$ cat src/rtl/lights_sequencer.sv
// Control block for the holiday-lights LED shifter: button debounce, step-tick
// prescaler and the LOAD/RUN/HOLD show sequencer driving the downstream rotator.
module lights_sequencer #(
  parameter int TICK_DIV   = 100_000_000,
  parameter int DEB_CYCLES = 1_000_000,
  parameter int RUN_STEPS  = 15,
  parameter int HOLD_TICKS = 1
) (
  input  logic        clk,
  input  logic        rst_n,
  input  logic        button,
  input  logic [2:0]  switch,
  input  logic        dir,
  output logic        led_load,
  output logic [15:0] led_pattern,
  output logic        shift_en,
  output logic        shift_dir,
  output logic        busy,
  output logic [1:0]  state_o
);

  localparam int PW = $clog2(TICK_DIV);
  localparam int DW = $clog2(DEB_CYCLES + 1);
  localparam int SW = $clog2(RUN_STEPS) + 1;
  localparam int HW = $clog2(HOLD_TICKS) + 1;

  typedef enum logic [1:0] {
    IDLE = 2'd0,
    LOAD = 2'd1,
    RUN  = 2'd2,
    HOLD = 2'd3
  } state_t;

  state_t        state, state_nxt;
  logic          sync1, sync2;
  logic          btn_db, btn_db_q;
  logic [DW-1:0] deb_cnt;
  logic [PW-1:0] pre_cnt;
  logic [SW-1:0] step_cnt, step_nxt;
  logic [HW-1:0] hold_cnt, hold_nxt;
  logic          press, tick;
  logic [15:0]   seed;

  // Two-flop synchronizer for the asynchronous button.
  always_ff @(posedge clk or negedge rst_n) begin
    if (!rst_n) begin
      sync1 <= 1'b0;
      sync2 <= 1'b0;
    end else begin
      sync1 <= button;
      sync2 <= sync1;
    end
  end

  // Count consecutive synced samples that disagree with the accepted level;
  // the level flips once DEB_CYCLES of them arrive in a row.
  always_ff @(posedge clk or negedge rst_n) begin
    if (!rst_n) begin
      deb_cnt  <= '0;
      btn_db   <= 1'b0;
      btn_db_q <= 1'b0;
    end else begin
      btn_db_q <= btn_db;
      if (sync2 == btn_db) begin
        deb_cnt <= '0;
      end else if (deb_cnt == DW'(DEB_CYCLES - 1)) begin
        btn_db  <= sync2;
        deb_cnt <= '0;
      end else begin
        deb_cnt <= deb_cnt + DW'(1);
      end
    end
  end

  assign press = btn_db & ~btn_db_q;
  assign tick  = (pre_cnt == PW'(TICK_DIV - 1));

  always_ff @(posedge clk or negedge rst_n) begin
    if (!rst_n) begin
      pre_cnt <= '0;
    end else if (state == IDLE || state == LOAD || tick) begin
      pre_cnt <= '0;
    end else begin
      pre_cnt <= pre_cnt + PW'(1);
    end
  end

  always_ff @(posedge clk or negedge rst_n) begin
    if (!rst_n) begin
      state    <= IDLE;
      step_cnt <= '0;
      hold_cnt <= '0;
    end else begin
      state    <= state_nxt;
      step_cnt <= step_nxt;
      hold_cnt <= hold_nxt;
    end
  end

  always_comb begin
    state_nxt = state;
    step_nxt  = step_cnt;
    hold_nxt  = hold_cnt;
    case (state)
      IDLE: if (press) state_nxt = LOAD;
      LOAD: begin
        state_nxt = RUN;
        step_nxt  = '0;
        hold_nxt  = '0;
      end
      RUN: begin
        if (press) begin
          state_nxt = IDLE;
        end else if (tick) begin
          step_nxt = step_cnt + SW'(1);
          if (step_cnt == SW'(RUN_STEPS - 1)) state_nxt = HOLD;
        end
      end
      HOLD: begin
        if (press) begin
          state_nxt = IDLE;
        end else if (tick) begin
          hold_nxt = hold_cnt + HW'(1);
          if (hold_cnt == HW'(HOLD_TICKS - 1)) state_nxt = LOAD;
        end
      end
      default: state_nxt = IDLE;
    endcase
  end

  // Low (switch+1) bits set.
  assign seed = 16'hFFFF >> (4'd15 - {1'b0, switch});

  // Seed and direction are captured on the edge that enters LOAD, so they are
  // stable for the whole LOAD cycle and the show that follows.
  always_ff @(posedge clk or negedge rst_n) begin
    if (!rst_n) begin
      led_pattern <= 16'h0000;
      shift_dir   <= 1'b0;
    end else if (state != LOAD && state_nxt == LOAD) begin
      led_pattern <= seed;
      shift_dir   <= dir;
    end
  end

  assign led_load = (state == LOAD);
  assign shift_en = (state == RUN) && tick && !press;
  assign busy     = (state != IDLE);
  assign state_o  = state;

endmodule

$ cat config.mk
export PLATFORM = sky130hd
export DESIGN_NAME = lights_sequencer
export DESIGN_NICKNAME = d
export VERILOG_FILES = /design/src/rtl/lights_sequencer.sv
export SDC_FILE = /design/constraint.sdc
export NUM_CORES = 1
export LEC_CHECK = 0
export CORE_MARGIN = 10
export CORE_UTILIZATION = 50
export DETAILED_ROUTE_END_ITERATION = 7
export GPL_TIMING_DRIVEN = 0
export PLACE_DENSITY = 0.7
export SLEW_MARGIN = 5
export SYNTH_ARGS = -nofsm -noshare
export SYNTH_HDL_FRONTEND = slang
export SYNTH_SLANG_ARGS = --single-unit
$ cat constraint.sdc
create_clock -name clk -period 4.12 [get_ports clk]
set_input_delay 1.03 -clock clk [delete_from_list [all_inputs] [get_ports clk]]
set_output_delay 1.03 -clock clk [all_outputs]
set_load 0.02 [all_outputs]
==> metrics.yaml, run 1 <==
post-place-ws_ns: 0.3146
r2r-end: "pre_cnt[18]$_DFF_PN0_"
cp-start-kind: "flop"
regArea_sq_um: 1702
overflow: 0
finalSetupViolCount: 0
cap_violations: 0
nFillCells: 575
via_per_inst: 5.246
num_antenna_cells: 0
grt.total_usage_pct: 13.26
grt_max_degree: 69
worst_pin_slew_ns: 1.270
avgSynthCellArea_sq_um: 9.875
route.vias.total: 2455
grt_pass1_wl_mm: 11.23
crit_arrival_ns: 2.67
clock_path_buffers: 2
antenna_found_initial: 0
totalWireLength_mm: 6.445
power_w: 0.001279
first_iter_violations: 75
p_leak_nw: 1.671
multi_input_area_sq_um: 1577
cts_buffers: 9
netlist_instances: 345
area_growth_pct: 15.68
run_status: "completed"
r2r_start: "pre_cnt[8]$_DFF_PN0_"
clk_pin_slew_ns: 0.07
drv_slew: 0
r2r_setup_slack_ns: 1.02
hold_depth: 0
clk_latency_ns: 0.33
critPathCaptureType: "output port"
grt_pass1_vias: 2385
gp_congestion: 0.8329
setup_ws_ns: 0.4200
drtPass1Iterations: 4
required_ns: 3.09
cts_root_buf: "clkbuf_8"
slew_headroom_pct: 14.61
rr_worst_depth: 6
core_sq_um: 6719
postCtsHoldBufs: 0
rsz0062_at_grt: "no"
critPathMaxStageDelay_ns: 0.60
synth.distinct_cells: 42
cts_tree: "built"
layout-drive-gt1-share_pct: 9.021
max-vdd-ir-drop_uv: 281.0
power_density_nw_per_um2: 324.5
dieWidth_um: 102.5
final_common_cell: "dfrtp_1"
yosysTopAreaCell: "dfrtp_1"
h-tree-depth: 3
port_buffers: 20
io_pins: 29
cp_max_fo: 6
yosysTopAreaCellShare_pct: 49.94
cts.sinks: 68
fin_crit_ns: 3.700
yosys_warnings: 0
ys_ff_latch: 68
finalCritPeriodShare_pct: 89.81
dieArea_sq_um: 10520
crit_slowest_cell: "clkdlybuf4s50_1"
wire_per_inst_um: 13.77
timing.fmax_ghz: 0.2703
start_util_pct: 50.71
crit_type: "reg2out"
final_cell_mix: "dfrtp_1 (68), nor2_1 (53), xor2_1 (24), nand2_1 (21), clkdlybuf4s50_1 (19)"
die_h_um: 102.5
ant_nets: 0
finalHoldViolCount: 0
min_path_type: "reg2reg"
skew_ns: 0.009813
crit_chain: "or2_1 -> or4_1 -> buf_2 -> nor4_4 -> and2_1 -> clkdlybuf4s50_1"
hold_end: "sync2$_DFF_PN0_"
synth.area.top_cells: "dfrtp_1 (50%), xor2_1 (6.2%), nor2_1 (5.8%), xnor2_1 (3.9%), ha_1 (2.9%)"
ys_seq_area_share_pct: 49.94
drc: 0
worstHoldStart: "sync1$_DFF_PN0_"
dp_hpwl_mm: 4.467
num_rows: 30
syn-cell-area_sq_um: 3407
nets: 399
how the worst max path moves through the flow:
stage                              start                     to  slack [ns]  depth (start not counted)
floorplan           pre_cnt[8]$_DFF_PN0_               shift_en        1.01                          5
global placement                   rst_n  deb_cnt[12]$_DFF_PN0_       -0.24                          1
detailed placement  pre_cnt[8]$_DFF_PN0_               shift_en        0.31                          6
CTS                 pre_cnt[0]$_DFF_PN0_               shift_en        0.39                          6
global route        pre_cnt[0]$_DFF_PN0_               shift_en        0.24                          6
finish              pre_cnt[8]$_DFF_PN0_               shift_en        0.42                          6
final cells by class:
class | instances | area share, %
Buffer | 15 | 2.222
Clock inverter | 1 | 0.7619
Clock buffer | 14 | 4.381
Sequential cell | 68 | 43.17
Tap cell | 80 | 2.540
Timing Repair Buffer | 21 | 5.206
Inverter | 18 | 1.714
Multi-Input combinational cell | 251 | 40.00
state kept, by name (all words and copies together), names as in the netlist:
register and count:
sync2 1, led_pattern 8, btn_db_q 1, state_o 2, sync1 1, deb_cnt 20, step_cnt 5, shift_dir 1
btn_db 1, pre_cnt 27, hold_cnt 1
cell usage after synthesis:
| cell type | n |
|---|---|
| dfrtp_1 | 68 |
| nor2_1 | 53 |
| xor2_1 | 24 |
| nand2_1 | 21 |
| inv_1 | 18 |
| o21ai_0 | 17 |
| nand3_1 | 15 |
| xnor2_1 | 15 |
| nand4_1 | 14 |
| a21oi_1 | 10 |
| or3_1 | 9 |
| buf_4 | 8 |
| ha_1 | 8 |
| nor3_1 | 7 |
| and3_1 | 6 |
| clkbuf_1 | 6 |
| mux2i_1 | 6 |
| mux2_2 | 5 |
| and2_1 | 3 |
| and4_1 | 3 |
| nor2b_1 | 3 |
| or2_2 | 3 |
| nand4b_1 | 2 |
| nor4_1 | 2 |
| o31ai_1 | 2 |
| a211oi_4 | 1 |
| a41oi_1 | 1 |
| and4b_1 | 1 |
| buf_2 | 1 |
| conb_1 | 1 |
| nand2b_1 | 1 |
| nand3_4 | 1 |
| nor4_4 | 1 |
| nor4b_1 | 1 |
| nor4bb_1 | 1 |
| o211ai_1 | 1 |
| o22ai_1 | 1 |
| o2bb2ai_1 | 1 |
| o31a_1 | 1 |
| o41ai_1 | 1 |
| or2_1 | 1 |
| or4_1 | 1 |
report_power, final:
group | internal (W) | total [W] | switching [W]
clock | 0.000327 | 0.000562 | 0.000236
combinational | 0.0000140 | 0.0000425 | 0.0000284
sequential | 0.000671 | 0.000674 | 0.00000321
timing repair:
item	CTS	global route
setup buffers	1	0
setup endpoints to repair	1	0
resized for setup	0	0
critical path, delay by kind of cell, from the launching register on:
kind | cells | cell delay, ns
AND/OR/NAND/NOR | 4 | 1.13
buffers and inverters | 2 | 0.77
flip-flops | 1 | 0.44
routing by layer:
metal	up-vias	global-route usage (%)	wire length, um
met2	24	21.59	3248
met5	-	0	0
met3	5	3.686	189
met4	0	4.555	68
li1	1239	-	-
met1	1187	16.52	2939
cells by family (layout without fill, tap and decap cells):
logic type                 after synthesis  in the layout  synth area share [%]
other                                    1              8                0.1101
buffers and inverters                   33             69                 4.554
adders and majority gates                8              8                 2.938
DFF                                     68             68                 49.94
muxes                                   11             11                 3.415
and+or+nand+nor                        149            149                 22.59
xor gates and xnor gates                39             39                 10.03
AOI/OAI and AO/OA                       36             36                 6.427
metrics by stage:
step | util [%] | setup TNS [ns] | area (sq um) | cells | hold WS [ns]
after floorplan | - | 0 | 3433 | 352 | 0.3312
after global placement | 55.57 | -15.87 | 3734 | 452 | 0.3335
after detailed placement | 55.53 | 0 | 3731 | 452 | 0.3356
after CTS | 58.66 | 0 | 3941 | 468 | 0.3568
after global routing | 58.66 | 0 | 3941 | 468 | 0.3610
final | 58.66 | 0 | 3941 | 468 | 0.3525
Note: power is estimated with default switching activity, not from simulation.
==> run 2, diff against run 1 <==
--- a/config.mk
+++ b/config.mk
@@ -5,11 +5,13 @@
 export SDC_FILE = /design/constraint.sdc
 export NUM_CORES = 1
 export LEC_CHECK = 0
+export CAP_MARGIN = 25
 export CORE_MARGIN = 10
 export CORE_UTILIZATION = 50
 export DETAILED_ROUTE_END_ITERATION = 7
 export GPL_TIMING_DRIVEN = 0
 export PLACE_DENSITY = 0.7
+export SETUP_SLACK_MARGIN = 0.5
 export SLEW_MARGIN = 5
 export SYNTH_ARGS = -nofsm -noshare
 export SYNTH_HDL_FRONTEND = slang
==> run 2 against run 1 <==
Clock-buffer cell count decreased by 4. Final area about the same. Routed wire length decreased by 1.2%. Critical path depth unchanged. Flip-flop and latch count unchanged. Register-to-register slack improved by 0.11 ns. First-iteration DRC count decreased by 27%.
==> metrics.yaml, run 2 (synthesized netlist as in run 1, its figures left out) <==
totalWireLength_mm: 6.365  # -1.2%
rsz0062_at_grt: "no"
crit_type: "reg2out"
required_ns: 3.09  # about the same
cp_max_fo: 6  # unchanged
grt_max_degree: 69  # unchanged
first_iter_violations: 55  # -27%
dieArea_sq_um: 10520  # unchanged
via_per_inst: 5.177  # -1.3%
gp_congestion: 0.8329  # unchanged
fin_crit_ns: 3.436  # -0.2642 ns
grt_pass1_vias: 2389  # +0.17%
timing.fmax_ghz: 0.2911  # +7.7%
cts_tree: "built"
grt.total_usage_pct: 13.34  # +0.088 points
drtPass1Iterations: 4  # unchanged
cap_violations: 0  # unchanged
cp-start-kind: "flop"
num_antenna_cells: 0  # unchanged
final_cell_mix: "dfrtp_1 (68), nor2_1 (53), xor2_1 (24), nand2_1 (21)"
post-place-ws_ns: 0.2884  # -0.02615 ns
design_area_sq_um: 3938  # about the same
p_clk_share_pct: 42.9  # -1.1 points
ant_nets: 0  # unchanged
fin_hold_ws_ns: 0.3555  # +0.003062 ns
r2r_setup_slack_ns: 1.13  # +0.11 ns
io_pins: 29  # unchanged
run_status: "completed"
drc: 0  # unchanged
min_path_type: "reg2reg"
clk_latency_ns: 0.34  # about the same
antenna_found_initial: 0  # unchanged
postCtsHoldBufs: 0  # unchanged
power_density_nw_per_um2: 318.1  # -2.0%
drv_slew: 0  # unchanged
max-vdd-ir-drop_uv: 243.5  # -13%
reg_top3: "pre_cnt (27), deb_cnt (20), led_pattern (8)"
cts.sinks: 68  # unchanged
critPathCaptureType: "output port"
power_w: 0.001253  # -2.1%
skew_ns: 0.008626  # -0.001187 ns
largest_reg_flops: 27  # unchanged
crit_arrival_ns: 2.41  # -0.26 ns
dp_hpwl_mm: 4.453  # -0.32%
clock_path_buffers: 2  # unchanged
slew_headroom_pct: 45.33  # +31 points
die_h_um: 102.5  # unchanged
port_buffers: 20  # unchanged
nFillCells: 573  # -0.35%
final_common_cell: "dfrtp_1"
p_int_w: 0.0009627  # -4.8%
finalSetupViolCount: 0  # unchanged
route.vias.total: 2433  # -0.90%
fin_tns_setup_ns: 0  # unchanged
cts_buffers: 9  # unchanged
grt_pass1_wl_mm: 11.25  # +0.18%
wire_per_inst_um: 13.54  # -1.7%
finalHoldViolCount: 0  # unchanged
start_util_pct: 50.71  # unchanged
overflow: 0  # unchanged
dpl_cell_area_sq_um: 3739  # +0.20%
cts_root_buf: "clkbuf_8"
num_rows: 30  # unchanged
swShare_pct: 23.14  # +2.3 points
worst_pin_slew_ns: 0.8200  # -0.4499 ns
core_sq_um: 6719  # unchanged
nets: 400  # +0.25%
p_seq_share_pct: 53.8  # +1.1 points
p_comb_share_pct: 3.4  # about the same
area_growth_pct: 15.57  # about the same
p_leak_nw: 1.662  # -0.55%
finalCritPeriodShare_pct: 83.39  # -6.4 points
dieWidth_um: 102.5  # unchanged
h-tree-depth: 3  # unchanged
regMostFlops: "pre_cnt"
p_switching_w: 0.0002899  # +8.5%
clk_pin_slew_ns: 0.08  # about the same
setup_ws_ns: 0.6842  # +0.2642 ns
layout-drive-gt1-share_pct: 9.744  # +0.72 points
## run 2: cell count changes in the layout (fill, tap and decap cells not counted), sizes merged
| cell | previous run | this run |
|---|---|---|
| buf | 11 | 12 |
| dlygate4sd2 | 0 | 1 |
| clkdlybuf4s50 | 19 | 18 |
| clkbuf | 20 | 16 |
| clkinvlp | 0 | 4 |
| clkinv | 0 | 1 |
## run 2: layout make-up
type                            count  area, sq um  area share [%]
Clock inverter                      6        65.06           1.652
Sequential cell                    68         1702           43.22
Buffer                             15        87.58           2.224
Timing Repair Buffer               22        211.5           5.370
Inverter                           18        67.56           1.716
Tap cell                           80        100.1           2.542
Clock buffer                       10        127.6           3.241
Multi-Input combinational cell    251         1577           40.04
## run 2: repair_timing
action	in CTS	in global routing
endpoints found under the hold margin	0	0
gates resized for setup	1	0
endpoints found under the setup margin	1	0
setup buffers	1	0
## run 2: stage by stage
stage | instances | util, %
2_1_floorplan | 352 | -
3_3_place_gp | 452 | 55.57
3_5_place_dp | 453 | 55.64
4_1_cts | 470 | 58.60
5_1_grt | 470 | 58.60
6_report | 470 | 58.60
## run 2: final timing paths
path                                       from  depth (start not counted)                          to
hold / removal                  sync1$_DFF_PN0_                          0             sync2$_DFF_PN0_
max in group asynchronous                 rst_n                          1       pre_cnt[25]$_DFF_PN0_
setup / recovery           pre_cnt[8]$_DFF_PN0_                          6                    shift_en
setup reg to reg           pre_cnt[8]$_DFF_PN0_                          8  led_pattern[4]$_DFFE_PN0P_
hold reg to reg                 sync1$_DFF_PN0_                          0             sync2$_DFF_PN0_
min in group asynchronous                 rst_n                          1       pre_cnt[24]$_DFF_PN0_
## run 2: worst max-delay path: stages (launching register included)
cell	delay, ns
dfrtp_1	0.43
or2_1	0.25
or4_1	0.49
buf_2	0.17
nor4_4	0.24
and2_1	0.15
dlygate4sd2_1	0.33
## run 2: power by group through the flow
stage	registers [W]	clock network (W)	logic [W]
6_report	0.000673	0.000537	0.0000420
5_1_grt	0.000674	0.000587	0.0000489
4_1_cts	0.000673	0.000553	0.0000431
3_5_place_dp	0.000686	0	0.0000432
3_3_place_gp	0.000686	0	0.0000431
2_1_floorplan	0.000686	0	0.0000208
## run 2: metal layers
layer,track usage [%],wire [um],up-vias
met5,0,0,-
met4,4.881,78,0
met3,3.686,185,9
met2,21.10,3080,23
met1,17.06,3020,1161
li1,-,-,1240
==> run 3, diff against run 2 <==
--- a/config.mk
+++ b/config.mk
@@ -10,7 +10,7 @@
 export CORE_UTILIZATION = 50
 export DETAILED_ROUTE_END_ITERATION = 7
 export GPL_TIMING_DRIVEN = 0
-export PLACE_DENSITY = 0.7
+export PLACE_DENSITY = 0.73
 export SETUP_SLACK_MARGIN = 0.5
 export SLEW_MARGIN = 5
 export SYNTH_ARGS = -nofsm -noshare
==> constraint.sdc (replaced) <==
create_clock -name clk -period 3.1 [get_ports clk]
set_input_delay 0.775 -clock clk [delete_from_list [all_inputs] [get_ports clk]]
set_output_delay 0.775 -clock clk [all_outputs]
set_load 0.02 [all_outputs]
==> run 3 against run 2 <==
Via count is 5.3% higher. Final cell count increased by 3.2%. First-iteration DRC count is 73% higher. Critical path depth did not move. Die area did not move. Largest cell class unchanged.
==> metrics.yaml, run 3 (synthesized netlist as in run 1, its figures left out) <==
cts_tree: "built"
crit_chain: "or2_1 -> or4_4 -> buf_6 -> nor4_4 -> and2_4 -> buf_6"
via_per_inst: 5.285  # +2.1%
worst_pin_slew_ns: 0.7086  # -0.1114 ns
top_usage_layer: "met2"
finalCritPeriodShare_pct: 90.24
antenna_found_initial: 0  # unchanged
critPathMaxStageDelay_ns: 0.41  # -0.08 ns
clock_path_buffers: 2  # unchanged
skew_ns: 0.005965  # -0.002661 ns
timing.fmax_ghz: 0.3575
fin_hold_ws_ns: 0.3699  # +0.01441 ns
num_antenna_cells: 0  # unchanged
drv_slew: 0  # unchanged
cap_violations: 0  # unchanged
dieWidth_um: 102.5  # unchanged
crit_type: "reg2out"
crit_slowest_cell: "or4_4"
run_status: "completed"
postCtsHoldBufs: 0  # unchanged
reg_top3: "pre_cnt (27), deb_cnt (20), led_pattern (8)"
post-place-ws_ns: -0.4229  # -0.7113 ns
cts_buffers: 9  # unchanged
clk_latency_ns: 0.34  # about the same
finalHoldViolCount: 0  # unchanged
overflow: 0  # unchanged
critPathTopFamily: "simple AND/OR/NAND/NOR gates"
route.vias.total: 2563  # +5.3%
slew_headroom_pct: 52.48  # +7.1 points
cp_max_fo: 2  # -4
max-vdd-ir-drop_uv: 352.8  # +45%
rsz0062_at_grt: "yes"
required_ns: 2.32  # -0.77 ns
setup_ws_ns: 0.3026  # -0.3816 ns
dp_hpwl_mm: 4.441  # -0.28%
final_common_cell: "dfrtp_1"
clk_pin_slew_ns: 0.07  # about the same
ant_nets: 0  # unchanged
power_density_nw_per_um2: 424.2  # +33%
final_cell_mix: "dfrtp_1 (68), nor2_1 (53), buf_4 (25), xor2_1 (24), nand2_1 (19)"
area_growth_pct: 22.22
critPathCaptureType: "output port"
dieArea_sq_um: 10520  # unchanged
core_sq_um: 6719  # unchanged
h-tree-depth: 3  # unchanged
fin_tns_setup_ns: 0  # unchanged
start_util_pct: 50.71  # unchanged
nFillCells: 563  # -1.7%
grt.total_usage_pct: 13.61  # +0.27 points
fin_crit_ns: 2.797
path_common_cell: "buf_6"
grt_max_degree: 69  # unchanged
drtPass1Iterations: 7  # +3
cp-start-kind: "flop"
port_buffers: 20  # unchanged
io_pins: 29  # unchanged
power_w: 0.001766  # +41%
met3_usage_pct: 3.686  # unchanged
totalWireLength_mm: 6.607  # +3.8%
crit_arrival_ns: 2.02  # -0.39 ns
gp_congestion: 0.8232  # -1.2%
finalSetupViolCount: 0  # unchanged
min_path_type: "reg2reg"
layout-drive-gt1-share_pct: 15.06  # +5.3 points
p_leak_nw: 1.804  # +8.6%
wire_per_inst_um: 13.62  # +0.59%
multi_input_area_sq_um: 1613  # +2.3%
drc: 0  # unchanged
regMostFlops: "pre_cnt"
met2_usage_pct: 22.52  # +1.4 points
regArea_sq_um: 1702  # unchanged
nets: 416  # +4.0%
final_core_util_pct: 61.97  # +3.4 points
num_rows: 30  # unchanged
grt_pass1_vias: 2579  # +8.0%
die_h_um: 102.5  # unchanged
grt_pass1_wl_mm: 11.54  # +2.6%
crit_buf_inv: 2  # unchanged
cts_root_buf: "clkbuf_8"
grtUsageMet1_pct: 16.10  # -0.95 points
largest_reg_flops: 27  # unchanged
cts.sinks: 68  # unchanged
first_iter_violations: 95  # +73%
==> run 3: cell count changes in the layout (fill, tap and decap cells not counted), moves of 3 or more <==
cell,previous run,this run
mux2_2,5,1
buf_4,11,25
mux2_4,0,4
clkinvlp_4,4,1
==> run 3: layout make-up <==
| cell class | instances | area share, % |
|---|---|---|
| plain buffers | 15 | 2.254 |
| clock buffers | 11 | 3.636 |
| clock inverters | 4 | 1.743 |
| inverters | 18 | 1.623 |
| multi-input cells | 251 | 38.73 |
| flip-flops and latches | 68 | 40.87 |
| well taps | 80 | 2.404 |
| repair buffers | 38 | 8.744 |
==> run 3: power by group <==
part,switching [W],internal [W]
registers,0.00000399,0.000891
logic,0.0000379,0.0000224
clock network,0.000320,0.000491
==> run 3: timing repair <==
item / in CTS / in global routing
pin swaps: 3 / 5
resized for setup: 9 / 4
setup endpoints to repair: 33 / 30
buffers inserted: 10 / 7
endpoints found under the hold margin: 0 / 0
==> run 3: final timing paths <==
path                                      start                          to  slack [ns]  cells past startpoint
max                        pre_cnt[8]$_DFF_PN0_                    shift_en        0.30                      6
min                             sync1$_DFF_PN0_             sync2$_DFF_PN0_        0.37                      0
max reg2reg                pre_cnt[8]$_DFF_PN0_       shift_dir$_DFFE_PN0P_        0.38                      9
min reg2reg                     sync1$_DFF_PN0_             sync2$_DFF_PN0_        0.37                      0
max in group asynchronous                 rst_n  led_pattern[7]$_DFFE_PN0P_        2.39                      2
min in group asynchronous                 rst_n        pre_cnt[1]$_DFF_PN0_        0.42                      2
==> run 3: per-layer routing <==
layer / vias up / share of wire, %
li1: 1266 / -
met1: 1259 / 45
met2: 32 / 51
met3: 6 / 3.2
met4: 0 / 0.89
met5: - / 0
==> run 3: per-stage QoR <==
| stage | cell area, sq um | instances |
|---|---|---|
| after global placement | 3757 | 452 |
| after floorplan | 3457 | 352 |
| final | 4164 | 485 |
| after global routing | 4164 | 485 |
| after detailed placement | 3782 | 453 |
| after CTS | 4099 | 478 |
==> run 3: worst register-to-register path: cells and delay by family (launching register included) <==
kind,cells,cell delay (ns)
compound gates,3,0.85
buf+inv,3,0.45
flops,1,0.37
mux,1,0.31
simple gates,2,0.63
